[config.mk]
export PLATFORM = sky130hd
export DESIGN_NAME = ram_wr_arbiter_flat
export DESIGN_NICKNAME = d
export VERILOG_FILES = /design/src/rtl/ram_wr_arbiter_if.sv /design/src/rtl/ram_wr_arbiter.sv /design/src/flat_wrapper.sv
export SDC_FILE = /design/constraint.sdc
export NUM_CORES = 1
export LEC_CHECK = 0
export BUFFER_PORTS_ARGS = -buffer_cell sky130_fd_sc_hd__buf_2
export CAP_MARGIN = 20
export CORE_ASPECT_RATIO = 0.8
export CORE_MARGIN = 8
export CORE_UTILIZATION = 30
export DETAILED_ROUTE_END_ITERATION = 12
export GPL_TIMING_DRIVEN = 0
export PLACE_DENSITY = 0.59
export SYNTH_ARGS = -nofsm -noshare
export SYNTH_HDL_FRONTEND = slang
export SYNTH_SLANG_ARGS = --single-unit
[constraint.sdc]
create_clock -name clk -period 5.77 [get_ports clk]
set_clock_uncertainty 0.2 [all_clocks]
set_input_delay 0 -clock clk [delete_from_list [all_inputs] [get_ports clk]]
set_output_delay 0 -clock clk [all_outputs]
set_load 0.02 [all_outputs]
[src/rtl/ram_wr_arbiter_if.sv]
// Request and RAM write-port bundle of the dual-lane RAM write arbiter.
// The arbiter connects through the master modport, its environment through slave.
interface ram_wr_arbiter_if #(
  parameter int ADDR_WIDTH       = 11,
  parameter int DOUBLEWORD_WIDTH = 64,
  parameter int DATA_TYPE_WIDTH  = 2
);
  logic                        req0_valid;
  logic                        req0_ready;
  logic [ADDR_WIDTH-1:0]       req0_addr;
  logic [DOUBLEWORD_WIDTH-1:0] req0_data;
  logic [DATA_TYPE_WIDTH-1:0]  req0_type;

  logic                        req1_valid;
  logic                        req1_ready;
  logic [ADDR_WIDTH-1:0]       req1_addr;
  logic [DOUBLEWORD_WIDTH-1:0] req1_data;
  logic [DATA_TYPE_WIDTH-1:0]  req1_type;

  logic                        mem_wr_ins;
  logic [ADDR_WIDTH-1:0]       mem_addr_wr;
  logic [DOUBLEWORD_WIDTH-1:0] mem_data_bus_wr;
  logic [DATA_TYPE_WIDTH-1:0]  mem_data_type_wr;
  logic                        mem_wr_idle;

  logic                        grant_lane;
  logic                        err_valid;
  logic                        err_lane;
  logic                        busy;

  modport master (
    input  req0_valid, req0_addr, req0_data, req0_type,
    input  req1_valid, req1_addr, req1_data, req1_type,
    input  mem_wr_idle,
    output req0_ready, req1_ready,
    output mem_wr_ins, mem_addr_wr, mem_data_bus_wr, mem_data_type_wr,
    output grant_lane, err_valid, err_lane, busy
  );

  modport slave (
    output req0_valid, req0_addr, req0_data, req0_type,
    output req1_valid, req1_addr, req1_data, req1_type,
    output mem_wr_idle,
    input  req0_ready, req1_ready,
    input  mem_wr_ins, mem_addr_wr, mem_data_bus_wr, mem_data_type_wr,
    input  grant_lane, err_valid, err_lane, busy
  );
endinterface

[src/rtl/ram_wr_arbiter.sv]
// Round-robin arbiter sharing the data-RAM write port between two issue lanes,
// with a small per-lane FIFO and a drop-and-report path for illegal requests.
module ram_wr_arbiter #(
  parameter int ADDR_DEPTH       = 2048,
  parameter int ADDR_WIDTH       = $clog2(ADDR_DEPTH),
  parameter int DOUBLEWORD_WIDTH = 64,
  parameter int DATA_TYPE_WIDTH  = 2,
  parameter int FIFO_DEPTH       = 2
) (
  input  logic              clk,
  input  logic              rst,
  ram_wr_arbiter_if.master  bus
);

  localparam int PTR_WIDTH = (FIFO_DEPTH > 1) ? $clog2(FIFO_DEPTH) : 1;
  localparam logic [PTR_WIDTH:0] FULL_COUNT = (PTR_WIDTH + 1)'(FIFO_DEPTH);

  typedef enum logic [1:0] {
    ARB   = 2'd0,
    ISSUE = 2'd1,
    WAIT  = 2'd2
  } state_t;

  typedef struct packed {
    logic [ADDR_WIDTH-1:0]       addr;
    logic [DOUBLEWORD_WIDTH-1:0] data;
    logic [DATA_TYPE_WIDTH-1:0]  dtype;
  } entry_t;

  function automatic logic is_legal(input entry_t e);
    logic ok;
    if (e.dtype == DATA_TYPE_WIDTH'(0))
      ok = 1'b1;
    else if (e.dtype == DATA_TYPE_WIDTH'(1))
      ok = (e.addr[1:0] == 2'b00);
    else if (e.dtype == DATA_TYPE_WIDTH'(2))
      ok = (e.addr[2:0] == 3'b000);
    else
      ok = 1'b0;
    return ok;
  endfunction

  entry_t               fifo_mem [2][FIFO_DEPTH];
  logic [PTR_WIDTH-1:0] wr_ptr   [2];
  logic [PTR_WIDTH-1:0] rd_ptr   [2];
  logic [PTR_WIDTH:0]   count    [2];
  entry_t               in_entry [2];
  logic [1:0]           in_valid;
  logic [1:0]           push;
  logic [1:0]           pop;
  logic [1:0]           full;
  logic [1:0]           empty;

  state_t                      state;
  logic                        last_grant;
  logic                        win;
  logic                        grant_ok;
  logic                        head_legal;
  entry_t                      head;

  logic                        wr_ins_q;
  logic [ADDR_WIDTH-1:0]       addr_q;
  logic [DOUBLEWORD_WIDTH-1:0] data_q;
  logic [DATA_TYPE_WIDTH-1:0]  type_q;
  logic                        grant_lane_q;
  logic                        err_valid_q;
  logic                        err_lane_q;

  always_comb begin
    in_valid    = {bus.req1_valid, bus.req0_valid};
    in_entry[0] = {bus.req0_addr, bus.req0_data, bus.req0_type};
    in_entry[1] = {bus.req1_addr, bus.req1_data, bus.req1_type};
    full  = '0;
    empty = '0;
    push  = '0;
    for (int unsigned i = 0; i < 2; i++) begin
      full[i]  = (count[i] == FULL_COUNT);
      empty[i] = (count[i] == '0);
      push[i]  = in_valid[i] && !full[i];
    end
  end

  assign bus.req0_ready = !full[0];
  assign bus.req1_ready = !full[1];

  // FIFO payload needs no reset: reset empties the FIFOs through the pointers.
  always_ff @(posedge clk) begin
    for (int unsigned i = 0; i < 2; i++) begin
      if (push[i])
        fifo_mem[i][wr_ptr[i]] <= in_entry[i];
    end
  end

  always_ff @(posedge clk or posedge rst) begin
    if (rst) begin
      for (int unsigned i = 0; i < 2; i++) begin
        wr_ptr[i] <= '0;
        rd_ptr[i] <= '0;
        count[i]  <= '0;
      end
    end else begin
      for (int unsigned i = 0; i < 2; i++) begin
        if (push[i])
          wr_ptr[i] <= wr_ptr[i] + 1'b1;
        if (pop[i])
          rd_ptr[i] <= rd_ptr[i] + 1'b1;
        count[i] <= count[i] + (PTR_WIDTH + 1)'(push[i]) - (PTR_WIDTH + 1)'(pop[i]);
      end
    end
  end

  always_comb begin
    win        = (!empty[0] && !empty[1]) ? !last_grant : empty[0];
    head       = fifo_mem[win][rd_ptr[win]];
    head_legal = is_legal(head);
    grant_ok   = bus.mem_wr_idle && (empty != 2'b11) &&
                 ((state == ARB) || (state == WAIT));
    pop        = '0;
    pop[win]   = grant_ok;
  end

  // WAIT arbitrates directly once the RAM is idle again, folding the return
  // to ARB into the grant so back-to-back writes keep a 3-cycle cadence.
  always_ff @(posedge clk or posedge rst) begin
    if (rst) begin
      state        <= ARB;
      last_grant   <= 1'b1;
      wr_ins_q     <= 1'b0;
      addr_q       <= '0;
      data_q       <= '0;
      type_q       <= '0;
      grant_lane_q <= 1'b0;
      err_valid_q  <= 1'b0;
      err_lane_q   <= 1'b0;
    end else begin
      wr_ins_q    <= 1'b0;
      err_valid_q <= 1'b0;
      case (state)
        ARB, WAIT: begin
          if (grant_ok) begin
            last_grant <= win;
            if (head_legal) begin
              addr_q       <= head.addr;
              data_q       <= head.data;
              type_q       <= head.dtype;
              grant_lane_q <= win;
              wr_ins_q     <= 1'b1;
              state        <= ISSUE;
            end else begin
              err_valid_q <= 1'b1;
              err_lane_q  <= win;
              state       <= ARB;
            end
          end else if (bus.mem_wr_idle) begin
            state <= ARB;
          end
        end
        ISSUE:   state <= WAIT;
        default: state <= ARB;
      endcase
    end
  end

  assign bus.mem_wr_ins       = wr_ins_q;
  assign bus.mem_addr_wr      = addr_q;
  assign bus.mem_data_bus_wr  = data_q;
  assign bus.mem_data_type_wr = type_q;
  assign bus.grant_lane       = grant_lane_q;
  assign bus.err_valid        = err_valid_q;
  assign bus.err_lane         = err_lane_q;
  assign bus.busy             = (state != ARB) || (empty != 2'b11);

endmodule

[src/flat_wrapper.sv]
// flat-port wrapper written by rule: the top's interface ports become plain ports
module ram_wr_arbiter_flat 
#(
  parameter int ADDR_DEPTH       = 2048,
  parameter int ADDR_WIDTH       = $clog2(ADDR_DEPTH),
  parameter int DOUBLEWORD_WIDTH = 64,
  parameter int DATA_TYPE_WIDTH  = 2,
  parameter int FIFO_DEPTH       = 2
)
  (clk, rst, bus_req0_valid, bus_req0_addr, bus_req0_data, bus_req0_type, bus_req1_valid, bus_req1_addr, bus_req1_data, bus_req1_type, bus_mem_wr_idle, bus_req0_ready, bus_req1_ready, bus_mem_wr_ins, bus_mem_addr_wr, bus_mem_data_bus_wr, bus_mem_data_type_wr, bus_grant_lane, bus_err_valid, bus_err_lane, bus_busy);
  ram_wr_arbiter_if #(.ADDR_WIDTH(ADDR_WIDTH), .DOUBLEWORD_WIDTH(DOUBLEWORD_WIDTH), .DATA_TYPE_WIDTH(DATA_TYPE_WIDTH)) bus_i ();
  input  logic clk;
  input  logic rst;
  input wire logic [$bits(bus_i.req0_valid)-1:0] bus_req0_valid;
  input wire logic [$bits(bus_i.req0_addr)-1:0] bus_req0_addr;
  input wire logic [$bits(bus_i.req0_data)-1:0] bus_req0_data;
  input wire logic [$bits(bus_i.req0_type)-1:0] bus_req0_type;
  input wire logic [$bits(bus_i.req1_valid)-1:0] bus_req1_valid;
  input wire logic [$bits(bus_i.req1_addr)-1:0] bus_req1_addr;
  input wire logic [$bits(bus_i.req1_data)-1:0] bus_req1_data;
  input wire logic [$bits(bus_i.req1_type)-1:0] bus_req1_type;
  input wire logic [$bits(bus_i.mem_wr_idle)-1:0] bus_mem_wr_idle;
  output wire logic [$bits(bus_i.req0_ready)-1:0] bus_req0_ready;
  output wire logic [$bits(bus_i.req1_ready)-1:0] bus_req1_ready;
  output wire logic [$bits(bus_i.mem_wr_ins)-1:0] bus_mem_wr_ins;
  output wire logic [$bits(bus_i.mem_addr_wr)-1:0] bus_mem_addr_wr;
  output wire logic [$bits(bus_i.mem_data_bus_wr)-1:0] bus_mem_data_bus_wr;
  output wire logic [$bits(bus_i.mem_data_type_wr)-1:0] bus_mem_data_type_wr;
  output wire logic [$bits(bus_i.grant_lane)-1:0] bus_grant_lane;
  output wire logic [$bits(bus_i.err_valid)-1:0] bus_err_valid;
  output wire logic [$bits(bus_i.err_lane)-1:0] bus_err_lane;
  output wire logic [$bits(bus_i.busy)-1:0] bus_busy;
  assign bus_i.req0_valid = bus_req0_valid;
  assign bus_i.req0_addr = bus_req0_addr;
  assign bus_i.req0_data = bus_req0_data;
  assign bus_i.req0_type = bus_req0_type;
  assign bus_i.req1_valid = bus_req1_valid;
  assign bus_i.req1_addr = bus_req1_addr;
  assign bus_i.req1_data = bus_req1_data;
  assign bus_i.req1_type = bus_req1_type;
  assign bus_i.mem_wr_idle = bus_mem_wr_idle;
  assign bus_req0_ready = bus_i.req0_ready;
  assign bus_req1_ready = bus_i.req1_ready;
  assign bus_mem_wr_ins = bus_i.mem_wr_ins;
  assign bus_mem_addr_wr = bus_i.mem_addr_wr;
  assign bus_mem_data_bus_wr = bus_i.mem_data_bus_wr;
  assign bus_mem_data_type_wr = bus_i.mem_data_type_wr;
  assign bus_grant_lane = bus_i.grant_lane;
  assign bus_err_valid = bus_i.err_valid;
  assign bus_err_lane = bus_i.err_lane;
  assign bus_busy = bus_i.busy;
  ram_wr_arbiter #(.ADDR_DEPTH(ADDR_DEPTH), .ADDR_WIDTH(ADDR_WIDTH), .DOUBLEWORD_WIDTH(DOUBLEWORD_WIDTH), .DATA_TYPE_WIDTH(DATA_TYPE_WIDTH), .FIFO_DEPTH(FIFO_DEPTH)) u_core (.clk(clk), .rst(rst), .bus(bus_i));
endmodule
==> results of run 1 <==
-- power breakdown --
part / switching, mW / internal (mW) / total [mW]
clock network: 1.14 / 1.82 / 2.95
registers: 0.320 / 4.05 / 4.37
logic: 2.58 / 1.68 / 4.26
total: 4.04 / 7.55 / 11.6
-- sequential cells by signal, indices dropped and copies added, names as in the netlist --
register,flops
u_core.bus.err_lane,1
u_core.bus.err_valid,1
u_core.bus.grant_lane,1
u_core.bus.mem_addr_wr,11
u_core.bus.mem_data_bus_wr,64
u_core.bus.mem_data_type_wr,2
u_core.bus.mem_wr_ins,1
u_core.count,4
u_core.fifo_mem,308
u_core.last_grant,1
u_core.rd_ptr,2
u_core.state,2
u_core.wr_ptr,2
-- metrics by stage --
stage / cells / TNS (ns) / hold slack, ns / utilization (%)
after floorplan: 897 / 0 / -0.101 / -
after global placement: 1823 / -267.37 / -0.0107 / 34.2
after detailed placement: 1831 / 0 / -0.158 / 34.7
after CTS: 2206 / 0 / 0.00226 / 43.5
after global routing: 2209 / 0 / 0.0113 / 43.5
final: 2210 / 0 / 0.0307 / 43.5
-- placed cells by master, fill, tap and decap left out, types with 5 or more instances in the layout --
| cell type | instances |
|---|---|
| bufinv_16 | 9 |
| clkinv_2 | 9 |
| a21oi_1 | 78 |
| dlygate4sd3_1 | 299 |
| xnor2_1 | 6 |
| edfxtp_1 | 308 |
| mux2i_1 | 81 |
| clkbuf_1 | 37 |
| dfrtp_1 | 91 |
| a211oi_1 | 76 |
| nand2_1 | 5 |
| nor2_1 | 5 |
| buf_2 | 254 |
| mux2_4 | 19 |
| buf_12 | 5 |
| clkbuf_16 | 43 |
| nor2b_1 | 77 |
| mux2_2 | 59 |
| inv_1 | 8 |
-- how the worst max path moves through the flow --
stage	startpoint	to	slack, ns	cells past startpoint
4_1_cts	u_core.count[3]	u_core.count[3]	2.05	9
2_1_floorplan	u_core.count[2]	u_core.fifo_mem[0][100]	1.05	4
3_3_place_gp	u_core.count[1]	u_core.fifo_mem[1][117]	-2.07	3
5_1_grt	u_core.count[3]	u_core.count[3]	1.98	9
3_5_place_dp	u_core.count[3]	u_core.count[3]	2.07	9
6_report	u_core.count[3]	u_core.count[3]	2.26	9
-- per-layer routing --
| metal | GRT usage (%) | vias to the layer above |
|---|---|---|
| met5 | 0 | - |
| met1 | 18.9 | 5013 |
| met4 | 3.44 | 6 |
| met3 | 3.39 | 56 |
| li1 | - | 4642 |
| met2 | 24.3 | 254 |
-- logic make-up (layout without fill, tap and decap cells) --
| kind of cell | count (synthesis) | after routing | share of synthesized area, % |
|---|---|---|---|
| AO/OA/AOI/OAI | 163 | 163 | 6.74 |
| XOR/XNOR | 8 | 8 | 0.457 |
| adder cells (fa/ha/maj) | 4 | 4 | 0.326 |
| buffers and inverters | 62 | 687 | 1.76 |
| flip-flops | 400 | 400 | 75.3 |
| multiplexers | 159 | 159 | 11.5 |
| other | 0 | 4 | 0 |
| AND/OR/NAND/NOR | 101 | 101 | 3.95 |
-- cell type report --
class                      instances  area, sq um
clock inverter                    26          369
fill                            4532        28700
multi-input combinational        435         3540
inverter                           9         38.8
tap                              684          856
buffer                            53          236
clock buffer                      50         1140
timing repair buffer             549         4390
antenna                            4         10.0
sequential                       400        11600
==> flow_summary_export.csv, run 1 <==
group,metric,value,unit
setup_path,cp_slowest_cell,"clkbuf_1",
setup_path,r2r_slack,2.26,ns
final_layout,final_layout_size_suffix_gt1_share,27.7,%
setup_path,cp.required,6.04,ns
logic_synthesis,synthTopCellsByArea,"edfxtp_1 (60%), dfrtp_1 (15%), mux2i_1 (5.3%)",
clock_tree,cts_setup_buffers,0,
logic_synthesis,synth_cell_types,31,
floorplanning,fp.dieW,269,microns
logic_synthesis,synth_cells,897,
setup_path,cpPeakStageDelay,0.72,ns
worst_hold_path,min_to,"u_core.fifo_mem[0][80]",
place,dpl-instance-area,0.0176,sq mm
clock_tree,path_clk_slew,0.06,ns
floorplanning,die_h,218,microns
detailed_routing,ant_nets,0,
sta,layout_min_cycle_time,3.51,ns
place,place_ws,2.07,ns
run,drv_cap,0,
clock_tree,holdBufCountCts,299,
floorplanning,start_util,30.2,%
floorplanning,ioPinCount,243,
clock_tree,cts_num_sinks,400,
sta,setup_violations,0,
logic_synthesis,syn_nets,1060,
sta,maxSlewHeadroom,40.0,%
floorplanning,num_rows,74,
place,io_buffer_count,242,
clock_tree,post_cts_resize_count,0,
worst_hold_path,hold_path_class,"primary input to register",
place,gp_congestion,0.762,
clock_tree,cts-root-buf,"clkbuf_16",
final_layout,fin_area,0.0221,sq mm
setup_path,reg2reg_depth,9,
worst_hold_path,hp-start,"bus_req0_data[1]",
clock_tree,cts_buffers,41,
grt,antenna_found_initial,8,
logic_synthesis,yosys.area.top_type,"edfxtp_1",
sta,worst-slew-pin-transition,0.900,ns
power,p_leak,8.43,nW
sta,hold_violations,0,
setup_path,cp_max_fo,10,
sta,final-max-slew-violation-count,0,
clock_tree,cts_tree,"yes",
grt,grt_pass1_vias,10900,
grt,grt_pass1_wl,64900,microns
grt,gr-total-overflow,0,
logic_synthesis,yosysSeqAreaShare,75.3,%
worst_hold_path,min_path_cells,2,
final_layout,nets,1652,
detailed_routing,drc,0,
setup_path,cp_cell_sequence,"o22ai_4 -> clkbuf_1 -> clkbuf_1 -> nor2b_1 -> ha_1 -> inv_1 -> ha_1 -> xnor2_1 -> xnor2_1",
sta,fin_crit_sh,60.7,%
logic_synthesis,synth.most_common_cell,"edfxtp_1",
logic_synthesis,synth_top_area_share,60.3,%
final_layout,synthToLayoutAreaGrowth,44.3,%
power,vdd_ir_drop_max,0.325,mV
setup_path,path_class,"register to register",
logic_synthesis,yosys_warnings,0,
setup_path,crit_buf_inv,3,
setup_path,crit_family,"buffers and inverters",
detailed_routing,wl_met3,2500,microns
logic_synthesis,syn-cell-area,0.0153,sq mm
run_status,status,"completed",
detailed_routing,wirelength_met1,19300,microns
detailed_routing,drtIter0Drc,573,
logic_synthesis,synth-async-reset-ratio,23.0,%
power,power.total,11.6,mW
clock_tree,htree_num_levels,2,
floorplanning,fp.dieArea,0.0587,sq mm
power,power.density,523,mW/mm^2
logic_synthesis,synth_common_cells,"edfxtp_1 (308), dfrtp_1 (91), mux2i_1 (81)",
clock_tree,clkLatencyLatePin,0.56,ns
detailed_routing,avgViaCountPerCell,4.51,
detailed_routing,route.met2.wl,20600,microns
logic_synthesis,syn_area_per_cell,17.1,sq um
setup_path,crit_arrival,3.78,ns
setup_path,r2r-start,"u_core.count[3]",
logic_synthesis,synthFlopType,"edfxtp_1",
detailed_routing,routed.top_layer,"met5",
detailed_routing,drt_pre_antenna_iters,5,
place,place_hpwl,27600,microns
logic_synthesis,ys_seq_elements,400,
sta,timing.fmax,0.285,GHz
detailed_routing,vias,9971,
setup_path,r2r_end,"u_core.count[3]",
detailed_routing,drt_wl_total,43000,microns
detailed_routing,post_drt_wl_per_cell,19.5,microns
sta,worst_slack,2.26,ns
sta,grt_setup_unrepaired,"false",
setup_path,crit_path_start_kind,"register",
setup_path,end_kind,"register",
grt,grt_max_degree,56,
grt,track_usage,14.5,%
clock_tree,cts_max_path_buffers,3,
logic_synthesis,synth_enable_flop_cells,308,
floorplanning,core_area,0.0508,sq mm
Power figures use the tool's default switching activity.
==> inputs of run 2 (changes only) <==
Clock period 5.77 ns to 3.24 ns, I/O delays scaled along.
==> run 2 against run 1 <==
Critical path depth fell by 3; power up 76%; die area did not move; highest routed layer unchanged; combinational power is 79% higher; via count down 0.67%; flip-flop and latch count is the same; wire length is 0.86% lower; fmax up 25%; sequential share of layout area increased by 0.17 points; register-to-register slack lost 1.8 ns; final area decreased by 0.33%; global-route usage down 0.086 points.
==> flow_summary_export.csv, run 2 (synthesized netlist as in run 1, its figures left out) <==
group,metric,value,unit
run_status,status,"completed",
sta,fin_crit_sh,86.7,%
grt,antenna_found_initial,8,
floorplanning,num_rows,74,
grt,gr-total-overflow,0,
setup_path,cp_slowest_cell,"clkbuf_1",
power,p_leak,8.39,nW
detailed_routing,drt_pre_antenna_iters,5,
setup_path,crit_path_start_kind,"register",
floorplanning,core_area,0.0508,sq mm
power,pwr-share-comb,37.4,%
place,io_buffer_count,242,
setup_path,end_kind,"register",
place,place_hpwl,27700,microns
detailed_routing,post_drt_wl_per_cell,19.3,microns
clock_tree,clkLatencyLatePin,0.55,ns
clock_tree,cts_setup_buffers,0,
power,power.total,20.4,mW
sta,timing.fmax,0.356,GHz
setup_path,crit_arrival,3.11,ns
place,dp.cells,1832,
worst_hold_path,hold_path_class,"primary input to register",
sta,hold_violations,0,
detailed_routing,drc,0,
final_layout,final_cell_mix,"edfxtp_1 (308), dlygate4sd3_1 (297), buf_2 (254)",
sta,worst-slew-pin-transition,0.967,ns
sta,maxSlewHeadroom,35.5,%
setup_path,cp_max_fo,10,
floorplanning,start_util,30.2,%
clock_tree,cts_num_sinks,400,
sta,setup_violations,0,
power,p_sw,7.15,mW
clock_tree,cts_buffers,41,
run,drv_cap,0,
final_layout,final_common_cell,"edfxtp_1",
floorplanning,die_h,218,microns
place,dpl-instance-area,0.0176,sq mm
setup_path,cpPeakStageDelay,0.60,ns
final_layout,nets,1650,
place,gp_congestion,0.750,
clock_tree,cts_tree,"yes",
final_layout,largest_reg_flops,308,
setup_path,cp_cell_sequence,"buf_2 -> clkbuf_1 -> clkbuf_1 -> a211oi_1 -> a21oi_1 -> mux2_2",
floorplanning,fp.dieW,269,microns
clock_tree,path_clk_slew,0.07,ns
power,clock_power_share,24.5,%
clock_tree,cts_max_path_buffers,3,
clock_tree,cts-root-buf,"clkbuf_16",
detailed_routing,ant_nets,0,
floorplanning,fp.dieArea,0.0587,sq mm
power,swShare,35.1,%
clock_tree,htree_num_levels,2,
detailed_routing,drt_wl_total,42700,microns
detailed_routing,drtIter0Drc,528,
sta,tns,0,ns
sta,layout_min_cycle_time,2.81,ns
grt,track_usage,14.4,%
grt,grt_pass1_wl,64600,microns
final_layout,synthToLayoutAreaGrowth,43.8,%
power,seq_power_share,38.1,%
detailed_routing,vias,9904,
power,power.density,925,mW/mm^2
setup_path,crit_family,"buffers and inverters",
floorplanning,ioPinCount,243,
final_layout,layoutNonFillerInstCount,2209,
setup_path,cp.required,3.55,ns
grt,grt_pass1_vias,10800,
sta,hold_slack,0.0268,ns
sta,final-max-slew-violation-count,0,
power,internal-power,13.3,mW
final_layout,fin_util,43.4,%
final_layout,final_layout_size_suffix_gt1_share,27.4,%
power,vdd_ir_drop_max,0.401,mV
final_layout,fin_area,0.0221,sq mm
place,place_ws,-0.402,ns
setup_path,crit_path_frequent_cell,"clkbuf_1",
setup_path,crit_buf_inv,3,
sta,worst_slack,0.431,ns
grt,grt_max_degree,65,
sta,grt_setup_unrepaired,"false",
setup_path,path_class,"register to register",
detailed_routing,avgViaCountPerCell,4.48,
run 2: timing repair:
action,in CTS,in global routing
endpoints found under the hold margin,514,0
resized for setup,1,0
hold buffers,297,0
setup endpoints to repair,4,0
run 2: area by class of cell:
type / instances / area [sq um]
Fill cell: 4517 / 28800
Sequential cell: 400 / 11600
Timing Repair Buffer: 548 / 4390
Multi-Input combinational cell: 435 / 3540
Clock buffer: 59 / 1190
Tap cell: 684 / 856
Clock inverter: 17 / 253
Buffer: 52 / 234
Inverter: 9 / 38.8
Antenna cell: 5 / 12.5
run 2: path summary, 6_finish.rpt:
kind                                   start                        endpoint  slack [ns]  depth (start not counted)
setup / recovery            u_core.rd_ptr[1]  u_core.bus.mem_data_bus_wr[30]        0.43                          6
hold / removal             bus_req0_data[58]         u_core.fifo_mem[0][137]        0.03                          2
setup reg to reg            u_core.rd_ptr[1]  u_core.bus.mem_data_bus_wr[30]        0.43                          6
hold reg to reg              u_core.state[1]                 u_core.state[1]        0.27                          1
max in group asynchronous                rst               u_core.last_grant        1.66                          5
min in group asynchronous                rst  u_core.bus.mem_data_bus_wr[45]        0.42                          4
run 2: layer usage:
metal / vias to the layer above / track usage (%) / part of all wire [%]
li1: 4640 / - / -
met1: 4940 / 18.8 / 45
met2: 268 / 24.2 / 48
met3: 50 / 3.39 / 5.9
met4: 6 / 3.37 / 1.4
met5: - / 0 / 0.082
run 2: power by group through the flow:
stage | sequential [mW] | combinational [mW] | clock (mW)
global placement | 7.93 | 7.20 | 0
finish | 7.78 | 7.63 | 5.01
detailed placement | 7.86 | 7.50 | 0
floorplan | 8.44 | 4.11 | 0
CTS | 7.77 | 7.76 | 5.14
global route | 7.92 | 8.31 | 5.32
